==> config.mk <==
export PLATFORM = sky130hd
export DESIGN_NAME = icache_refill_ctrl_flat
export DESIGN_NICKNAME = d
export VERILOG_FILES = /design/src/rtl/cache_pkg.sv /design/src/rtl/icache_refill_ctrl_if.sv /design/src/rtl/sat_counter.sv /design/src/rtl/icache_refill_ctrl.sv /design/src/flat_wrapper.sv
export SDC_FILE = /design/constraint.sdc
export NUM_CORES = 1
export LEC_CHECK = 0
export CELL_PAD_IN_SITES_DETAIL_PLACEMENT = 0
export CELL_PAD_IN_SITES_GLOBAL_PLACEMENT = 1
export CORE_ASPECT_RATIO = 0.6
export CORE_MARGIN = 2
export CORE_UTILIZATION = 25
export CTS_CLUSTER_SIZE = 12
export DETAILED_ROUTE_END_ITERATION = 7
export PLACE_DENSITY = 0.74
export RECOVER_POWER = 100
export SLEW_MARGIN = 40
export SYNTH_ARGS = -nofsm -noshare
export SYNTH_HDL_FRONTEND = slang
export SYNTH_SLANG_ARGS = --single-unit
==> constraint.sdc <==
create_clock -name clk -period 1.79 [get_ports clk]
set_clock_uncertainty 0.05 [all_clocks]
set_input_delay 0.179 -clock clk [delete_from_list [all_inputs] [get_ports clk]]
set_output_delay 0.179 -clock clk [all_outputs]
set_load 0.03 [all_outputs]
==> src/rtl/cache_pkg.sv <==
// Shared definitions for the instruction-cache refill path.
//   refill_state_t : miss-handler states (IDLE, REQ, WAIT, FILL)
//   DEFAULT_*      : default bus widths used by the interface and the top
//   word_align     : clears the byte offset of an address (4-byte words)
package cache_pkg;

  localparam int DEFAULT_ADDR_WIDTH = 32;
  localparam int DEFAULT_DATA_WIDTH = 32;

  // word_align works on the widest address we support; callers cast in/out.
  localparam int MAX_ADDR_WIDTH = 64;

  typedef enum logic [1:0] {
    IDLE = 2'd0,
    REQ  = 2'd1,
    WAIT = 2'd2,
    FILL = 2'd3
  } refill_state_t;

  function automatic logic [MAX_ADDR_WIDTH-1:0] word_align(
    input logic [MAX_ADDR_WIDTH-1:0] addr
  );
    return {addr[MAX_ADDR_WIDTH-1:2], 2'b00};
  endfunction

endpackage

==> src/rtl/icache_refill_ctrl_if.sv <==
// Bus bundle around the refill controller: CPU fetch port, cache lookup/fill
// port and the memory request/response channels.
//   master : the refill controller side
//   slave  : the environment (CPU, cache array, memory)
interface icache_refill_ctrl_if
  import cache_pkg::*;
#(
  parameter int ADDR_WIDTH = DEFAULT_ADDR_WIDTH,
  parameter int DATA_WIDTH = DEFAULT_DATA_WIDTH
);

  // CPU side
  logic                  cpu_req;
  logic [ADDR_WIDTH-1:0] cpu_addr;
  logic [DATA_WIDTH-1:0] cpu_data;
  logic                  stall;

  // Cache side
  logic                  cache_hit;
  logic [DATA_WIDTH-1:0] cache_data;
  logic [ADDR_WIDTH-1:0] cache_addr;
  logic                  fill_we;
  logic [DATA_WIDTH-1:0] fill_data;

  // Memory side
  logic                  mem_req_valid;
  logic                  mem_req_ready;
  logic [ADDR_WIDTH-1:0] mem_req_addr;
  logic                  mem_resp_valid;
  logic [DATA_WIDTH-1:0] mem_resp_data;

  modport master (
    input  cpu_req, cpu_addr, cache_hit, cache_data,
           mem_req_ready, mem_resp_valid, mem_resp_data,
    output cpu_data, stall, cache_addr, fill_we, fill_data,
           mem_req_valid, mem_req_addr
  );

  modport slave (
    output cpu_req, cpu_addr, cache_hit, cache_data,
           mem_req_ready, mem_resp_valid, mem_resp_data,
    input  cpu_data, stall, cache_addr, fill_we, fill_data,
           mem_req_valid, mem_req_addr
  );

endinterface

==> src/rtl/sat_counter.sv <==
// Saturating up-counter.
//   clk, rst_n : clock, asynchronous active-low reset (clears count)
//   inc        : add one this cycle unless already at all-ones
//   count      : current value
module sat_counter #(
  parameter int WIDTH = 16
) (
  input  logic             clk,
  input  logic             rst_n,
  input  logic             inc,
  output logic [WIDTH-1:0] count
);

  // NOTE: registers are written with non-blocking assignments so every flop
  // samples pre-edge values, independent of block ordering.
  always_ff @(posedge clk or negedge rst_n) begin
    if (!rst_n) begin
      count <= '0;
    end else if (inc && (count != '1)) begin
      count <= count + WIDTH'(1);
    end
  end

endmodule

==> src/rtl/icache_refill_ctrl.sv <==
// Instruction-cache miss handler.
// A hit passes cache data to the CPU combinationally. A miss stalls the CPU in
// the same cycle, reads the word from memory (valid/ready request, valid-only
// response), writes it into the cache for one cycle, then lets the CPU replay
// the access, which now hits.
// Ports:
//   clk, rst_n : clock, asynchronous active-low reset
//   bus        : icache_refill_ctrl_if.master (CPU, cache and memory signals)
//   miss_count : saturating number of misses seen since reset
//   mem_err    : sticky, set when a memory request timed out and was reissued
module icache_refill_ctrl
  import cache_pkg::*;
#(
  parameter int ADDR_WIDTH     = DEFAULT_ADDR_WIDTH,
  parameter int DATA_WIDTH     = DEFAULT_DATA_WIDTH,
  parameter int CNT_WIDTH      = 16,
  parameter int TIMEOUT_CYCLES = 64
) (
  input  logic                 clk,
  input  logic                 rst_n,
  icache_refill_ctrl_if.master bus,
  output logic [CNT_WIDTH-1:0] miss_count,
  output logic                 mem_err
);

  localparam logic [1:0] ST_IDLE = IDLE;
  localparam logic [1:0] ST_REQ  = REQ;
  localparam logic [1:0] ST_WAIT = WAIT;
  localparam logic [1:0] ST_FILL = FILL;

  localparam int                     TIMER_WIDTH = $clog2(TIMEOUT_CYCLES + 1);
  localparam logic [TIMER_WIDTH-1:0] TIMER_LAST  = TIMER_WIDTH'(TIMEOUT_CYCLES - 1);

  logic [1:0]             state;
  logic [1:0]             state_nxt;
  logic [ADDR_WIDTH-1:0]  miss_addr;
  logic [DATA_WIDTH-1:0]  resp_buf;
  logic [TIMER_WIDTH-1:0] timer;

  logic miss_detect;
  logic req_fire;
  logic resp_take;
  logic timeout_hit;

  assign miss_detect = (state == ST_IDLE) && bus.cpu_req && !bus.cache_hit;
  assign req_fire    = (state == ST_REQ) && bus.mem_req_ready;
  assign resp_take   = (state == ST_WAIT) && bus.mem_resp_valid;
  // A response in the final timer cycle wins over the timeout.
  assign timeout_hit = (state == ST_WAIT) && !bus.mem_resp_valid && (timer == TIMER_LAST);

  always_comb begin
    state_nxt = state;
    case (state)
      ST_IDLE: if (miss_detect) state_nxt = ST_REQ;
      ST_REQ:  if (req_fire)    state_nxt = ST_WAIT;
      ST_WAIT: begin
        if (resp_take)        state_nxt = ST_FILL;
        else if (timeout_hit) state_nxt = ST_REQ;
      end
      ST_FILL: state_nxt = ST_IDLE;
      default: state_nxt = ST_IDLE;
    endcase
  end

  always_ff @(posedge clk or negedge rst_n) begin
    if (!rst_n) begin
      state     <= ST_IDLE;
      miss_addr <= '0;
      resp_buf  <= '0;
      timer     <= '0;
      mem_err   <= 1'b0;
    end else begin
      state <= state_nxt;
      // The CPU address is captured once; later changes while stalled are ignored.
      if (miss_detect) miss_addr <= bus.cpu_addr;
      if (resp_take)   resp_buf  <= bus.mem_resp_data;
      if (req_fire) begin
        timer <= '0;
      end else if (state == ST_WAIT) begin
        timer <= timer + TIMER_WIDTH'(1);
      end
      if (timeout_hit) mem_err <= 1'b1;
    end
  end

  // NOTE: every output gets a default before the case so no path leaves a
  // value unassigned, which would otherwise infer a latch.
  always_comb begin
    bus.cache_addr    = miss_addr;
    bus.cpu_data      = '0;
    bus.stall         = 1'b0;
    bus.mem_req_valid = 1'b0;
    bus.fill_we       = 1'b0;
    bus.fill_data     = resp_buf;
    bus.mem_req_addr  = ADDR_WIDTH'(word_align(MAX_ADDR_WIDTH'(miss_addr)));
    case (state)
      ST_IDLE: begin
        bus.cache_addr = bus.cpu_addr;
        // Reset holds the CPU-visible outputs quiet even if a request is pending.
        if (rst_n) begin
          bus.cpu_data = bus.cache_data;
          bus.stall    = miss_detect;
        end
      end
      ST_REQ: begin
        bus.stall         = 1'b1;
        bus.mem_req_valid = 1'b1;
      end
      ST_WAIT: begin
        bus.stall = 1'b1;
      end
      ST_FILL: begin
        bus.stall   = 1'b1;
        bus.fill_we = 1'b1;
      end
      default: begin
        bus.stall = 1'b0;
      end
    endcase
  end

  sat_counter #(
    .WIDTH (CNT_WIDTH)
  ) u_miss_cnt (
    .clk   (clk),
    .rst_n (rst_n),
    .inc   (miss_detect),
    .count (miss_count)
  );

endmodule
==> src/flat_wrapper.sv <==
// flat-port wrapper written by rule: the top's interface ports become plain ports
module icache_refill_ctrl_flat import cache_pkg::*;
#(
  parameter int ADDR_WIDTH     = DEFAULT_ADDR_WIDTH,
  parameter int DATA_WIDTH     = DEFAULT_DATA_WIDTH,
  parameter int CNT_WIDTH      = 16,
  parameter int TIMEOUT_CYCLES = 64
)
  (clk, rst_n, miss_count, mem_err, bus_cpu_req, bus_cpu_addr, bus_cache_hit, bus_cache_data, bus_mem_req_ready, bus_mem_resp_valid, bus_mem_resp_data, bus_cpu_data, bus_stall, bus_cache_addr, bus_fill_we, bus_fill_data, bus_mem_req_valid, bus_mem_req_addr);
  icache_refill_ctrl_if #(.ADDR_WIDTH(ADDR_WIDTH), .DATA_WIDTH(DATA_WIDTH)) bus_i ();
  input  logic clk;
  input  logic rst_n;
  output logic [CNT_WIDTH-1:0] miss_count;
  output logic mem_err;
  input wire logic [$bits(bus_i.cpu_req)-1:0] bus_cpu_req;
  input wire logic [$bits(bus_i.cpu_addr)-1:0] bus_cpu_addr;
  input wire logic [$bits(bus_i.cache_hit)-1:0] bus_cache_hit;
  input wire logic [$bits(bus_i.cache_data)-1:0] bus_cache_data;
  input wire logic [$bits(bus_i.mem_req_ready)-1:0] bus_mem_req_ready;
  input wire logic [$bits(bus_i.mem_resp_valid)-1:0] bus_mem_resp_valid;
  input wire logic [$bits(bus_i.mem_resp_data)-1:0] bus_mem_resp_data;
  output wire logic [$bits(bus_i.cpu_data)-1:0] bus_cpu_data;
  output wire logic [$bits(bus_i.stall)-1:0] bus_stall;
  output wire logic [$bits(bus_i.cache_addr)-1:0] bus_cache_addr;
  output wire logic [$bits(bus_i.fill_we)-1:0] bus_fill_we;
  output wire logic [$bits(bus_i.fill_data)-1:0] bus_fill_data;
  output wire logic [$bits(bus_i.mem_req_valid)-1:0] bus_mem_req_valid;
  output wire logic [$bits(bus_i.mem_req_addr)-1:0] bus_mem_req_addr;
  assign bus_i.cpu_req = bus_cpu_req;
  assign bus_i.cpu_addr = bus_cpu_addr;
  assign bus_i.cache_hit = bus_cache_hit;
  assign bus_i.cache_data = bus_cache_data;
  assign bus_i.mem_req_ready = bus_mem_req_ready;
  assign bus_i.mem_resp_valid = bus_mem_resp_valid;
  assign bus_i.mem_resp_data = bus_mem_resp_data;
  assign bus_cpu_data = bus_i.cpu_data;
  assign bus_stall = bus_i.stall;
  assign bus_cache_addr = bus_i.cache_addr;
  assign bus_fill_we = bus_i.fill_we;
  assign bus_fill_data = bus_i.fill_data;
  assign bus_mem_req_valid = bus_i.mem_req_valid;
  assign bus_mem_req_addr = bus_i.mem_req_addr;
  icache_refill_ctrl #(.ADDR_WIDTH(ADDR_WIDTH), .DATA_WIDTH(DATA_WIDTH), .CNT_WIDTH(CNT_WIDTH), .TIMEOUT_CYCLES(TIMEOUT_CYCLES)) u_core (.clk(clk), .rst_n(rst_n), .bus(bus_i), .miss_count(miss_count), .mem_err(mem_err));
endmodule
==> metrics.md <==
| Metric | Value |
|---|---|
| Least-Margin Pin Slew | `0.909 ns` |
| Post-DR vias/cell | `4.30` |
| First-pass GRT wire length | `around 22 mm` |
| Final ANT Viol Nets | `0` |
| Max incr delay on CP | `about 0.40 ns` |
| RSZ-0062 raised after global routing | `yes` |
| Die area | `19200 sq um` |
| Hold Violations, Final | `between 50 and 60` |
| Via count of the first global-routing pass | `4137` |
| Data arrival time of the critical path | `1.75 ns` |
| Slowest cell on crit path | `dfrtp_1` |
| Antenna violations before repair | `0` |
| Asr flop ratio synth | `100%` |
| Fin crit period | `1.98 ns` |
| Detailed Routing Iterations Pass 1 | `4` |
| Top cell by count, worst path | `buf_6` |
| Vias | `4049` |
| Setup tns final | `-7.61 ns` |
| Worst skew pair latency | `0.35 ns` |
| Area leader, netlist | `dfrtp_1` |
| Number of synthesized register bits | `90` |
| MaxCap Viol Count | `0` |
| Final Util | `a little under half` |
| Peak supply drop | `848 uV` |
| CP delay by family, top | `buffers and inverters` |
| Max Slew Vio Count | `0` |
| WP data required | `around 1.6 ns` |
| LEAKAGE | `around 3.8 nW` |
| Fraction of layout cells with a size suffix above 1 | `33.3%` |
| Distinct cells, synth | `38` |
| Final net count | `801` |
| Root Driver | `clkbuf_16` |
| WHS | `-0.0705 ns` |
| Ys flop type | `dfrtp_1` |
| # port buffers | `between 200 and 250` |
| Failing checks | `negative hold slack, negative setup slack` |
| Yosys top cell area share | `49.8%` |
| Crit share post-route | `111%` |
| Hold Path Class | `input pin to asynchronous set/reset pin` |
| Area occupied by multi-input gates | `2190 sq um` |
| Starting Density | `25.3%` |
| Synth area leaders | `dfrtp_1 50%, mux2_2 16%, nand2_1 9.0%, buf_4 5.5%, and3_1 5.1%` |
| Core box area | `17900 sq um` |
| CP bufs+invs | `4` |
| Die height | `~110 um` |
| Final Setup Violations | `68` |
| All-Layer GR Usage | `14.9%` |
| FMAX | `505 MHz` |
| Slew margin rel. | `39.4%` |
| FF/Latch Area | `about 2300 sq um` |
| Number of CTS-inserted buffers | `9` |
| N_diodes | `0` |
| Post-synthesis instance total | `between 400 and 500` |
| Sequential fraction of the synthesis area | `49.8%` |
| Yosys warning count | `0` |
| Post-Syn Area | `between 4000 and 5000 sq um` |
| I/O Pins | `250` |
| Status | `complete, but fails checks` |
| Filler cells | `around 1700` |
| Number of synthesized flops with an enable pin | `0` |
| Total Wirelength | `14.8 mm` |
| Fin worst setup slack | `-0.190 ns` |
| Die X-Extent | `178 um` |
| Power Dens Cells | `1770 nW/um^2` |
| Pin count of the biggest net entering global routing | `between 80 and 90` |
| Capturing element type of the critical path | `output pin` |
| GPL Wtd Cong | `roughly 0.8` |
| WL/cell | `about 16 um` |
| CTS max path bufs | `2` |
| Startpoint types | `flip-flop` |
| CTS tree | `done` |
| Clock slew seen by the registers of the worst setup and hold paths | `0.07 ns` |
| Kind of critical path | `flip-flop to output pin` |
| DRC Markers | `0` |
| DP HPWL | `10.4 mm` |
| H-tree depth | `3` |
| DR iter-0 viols | `136` |
| Layout area overhead | `79.7%` |
| Finished Cell Area | `8130 sq um` |
| Synthesized area per cell | `10.3 sq um` |
| GRT overflow | `0` |
| # clock sinks | `90` |
| Maximum fanout along the worst path | `6` |
| Placed inst area | `roughly 7000 sq um` |
| Critical-path cell list | `nor2_4 > buf_12 > clkbuf_16 > buf_6 > mux2_4 > buf_6` |
| Cell Rows | `38` |
-- final cells by class --
cell class | count | share of cell area, %
clock inverter | 5 | 0.770
timing repair buffer | 303 | 37.9
inverter | 2 | 0.0924
clock buffer | 11 | 2.86
tap | 240 | 3.69
sequential | 90 | 27.7
multi-input combinational | 291 | 27.0
-- final timing paths --
path | cells after the start | from | to | slack [ns]
setup reg to reg | 6 | u_core.state[1]$_DFFE_PN0P_ | u_core.state[0]$_DFFE_PN0P_ | -0.06
setup / recovery | 6 | u_core.state[0]$_DFFE_PN0P_ | bus_cache_addr[5] | -0.19
min in group clk | 3 | bus_cpu_addr[31] | u_core.miss_addr[31]$_DFFE_PN0P_ | 0.33
hold / removal | 2 | rst_n | u_core.timer[4]$_DFFE_PN0P_ | -0.07
hold reg to reg | 1 | u_core.mem_err$_DFFE_PN0P_ | u_core.mem_err$_DFFE_PN0P_ | 0.42
max in group asynchronous | 3 | rst_n | u_core.u_miss_cnt.count[1]$_DFFE_PN0P_ | 0.49
-- metrics by stage --
stage / power, mW / std cells / setup WS, ns
CTS: 14.2 / 930 / -0.273
finish: 14.4 / 942 / -0.190
global placement: 11.6 / 897 / -0.188
detailed placement: 11.7 / 897 / -0.194
floorplan: 8.54 / 439 / 0.00584
global route: 15.2 / 942 / -0.259
-- synthesized netlist by cell type, types with 2 or more instances --
master and instances:
a21oi_1 4, and2_1 2, and3_1 37, buf_2 8, buf_4 33, clkbuf_1 14, dfrtp_1 90, ha_1 2
inv_1 2, mux2_1 2, mux2_2 63, nand2_1 109, nand3_1 4, nand3b_1 2, nand4_1 6, nor2_1 11
nor2b_1 2, nor3_1 6, nor3b_1 2, nor4_1 2, o21ai_0 6, xnor2_1 2, xor2_1 14
-- power by group --
part / switching [mW] / internal (mW)
registers: 0.579 / 2.88
logic: 4.88 / 4.16
clock network: 0.830 / 1.09
total: 6.28 / 8.13
-- kinds of logic (layout without fill, tap and decap cells) --
logic type	Yosys count	in the layout	synth area share, %
XOR/XNOR	16	16	3.10
AND/OR/NAND/NOR	190	190	20.2
adder cells (fa/ha/maj)	2	2	0.553
AO/OA/AOI/OAI	15	15	2.07
multiplexers	66	66	16.4
other	1	2	0.0829
buffers and inverters	58	321	7.77
flip-flops	90	90	49.8
-- registers in the layout (all words and copies together), names as in the netlist --
signal                   count
u_core.timer                 7
u_core.state                 2
u_core.bus.fill_data        32
u_core.mem_err               1
u_core.u_miss_cnt.count     16
u_core.miss_addr            32
-- layout by cell type, fill, tap and decap left out, types with 3 or more instances in the layout --
| cell | count |
|---|---|
| clkdlybuf4s50_1 | 120 |
| nand2_1 | 108 |
| dfrtp_1 | 88 |
| buf_6 | 59 |
| dlygate4sd3_1 | 55 |
| mux2_2 | 48 |
| buf_4 | 30 |
| and3_1 | 21 |
| clkdlybuf4s15_2 | 17 |
| and3_4 | 16 |
| mux2_4 | 15 |
| xor2_1 | 13 |
| clkbuf_16 | 10 |
| nor2_1 | 9 |
| clkbuf_1 | 7 |
| buf_12 | 7 |
| nand4_1 | 6 |
| o21ai_0 | 6 |
| clkbuf_2 | 5 |
| nand3_1 | 4 |
| a21oi_1 | 4 |
| nor4_4 | 3 |
| nor3_2 | 3 |
-- repair_timing --
| item | 4_1_cts | 5_1_grt |
|---|---|---|
| endpoints found under the setup margin | 41 | 112 |
| buffers inserted | 15 | 13 |
| pin swaps | 15 | 6 |
| hold endpoints to repair | 55 | 55 |
| cloned | 2 | 1 |
| gates resized for setup | 153 | 116 |
-- per-layer routing --
metal	up-vias	track usage, %	part of all wire, %
met5	-	0	0
met4	0	3.34	0.79
met3	10	6.72	10
met2	158	22.0	44
met1	1915	19.8	45
li1	1966	-	-
-- worst register-to-register path: stages, from the launching register on --
cell and delay [ns]:
dfrtp_1 0.41, clkbuf_2 0.21, nor4b_4 0.28, clkbuf_2 0.25
buf_6 0.22, nor2_1 0.08, o32ai_2 0.24
Note: power is estimated with default switching activity, not from simulation.
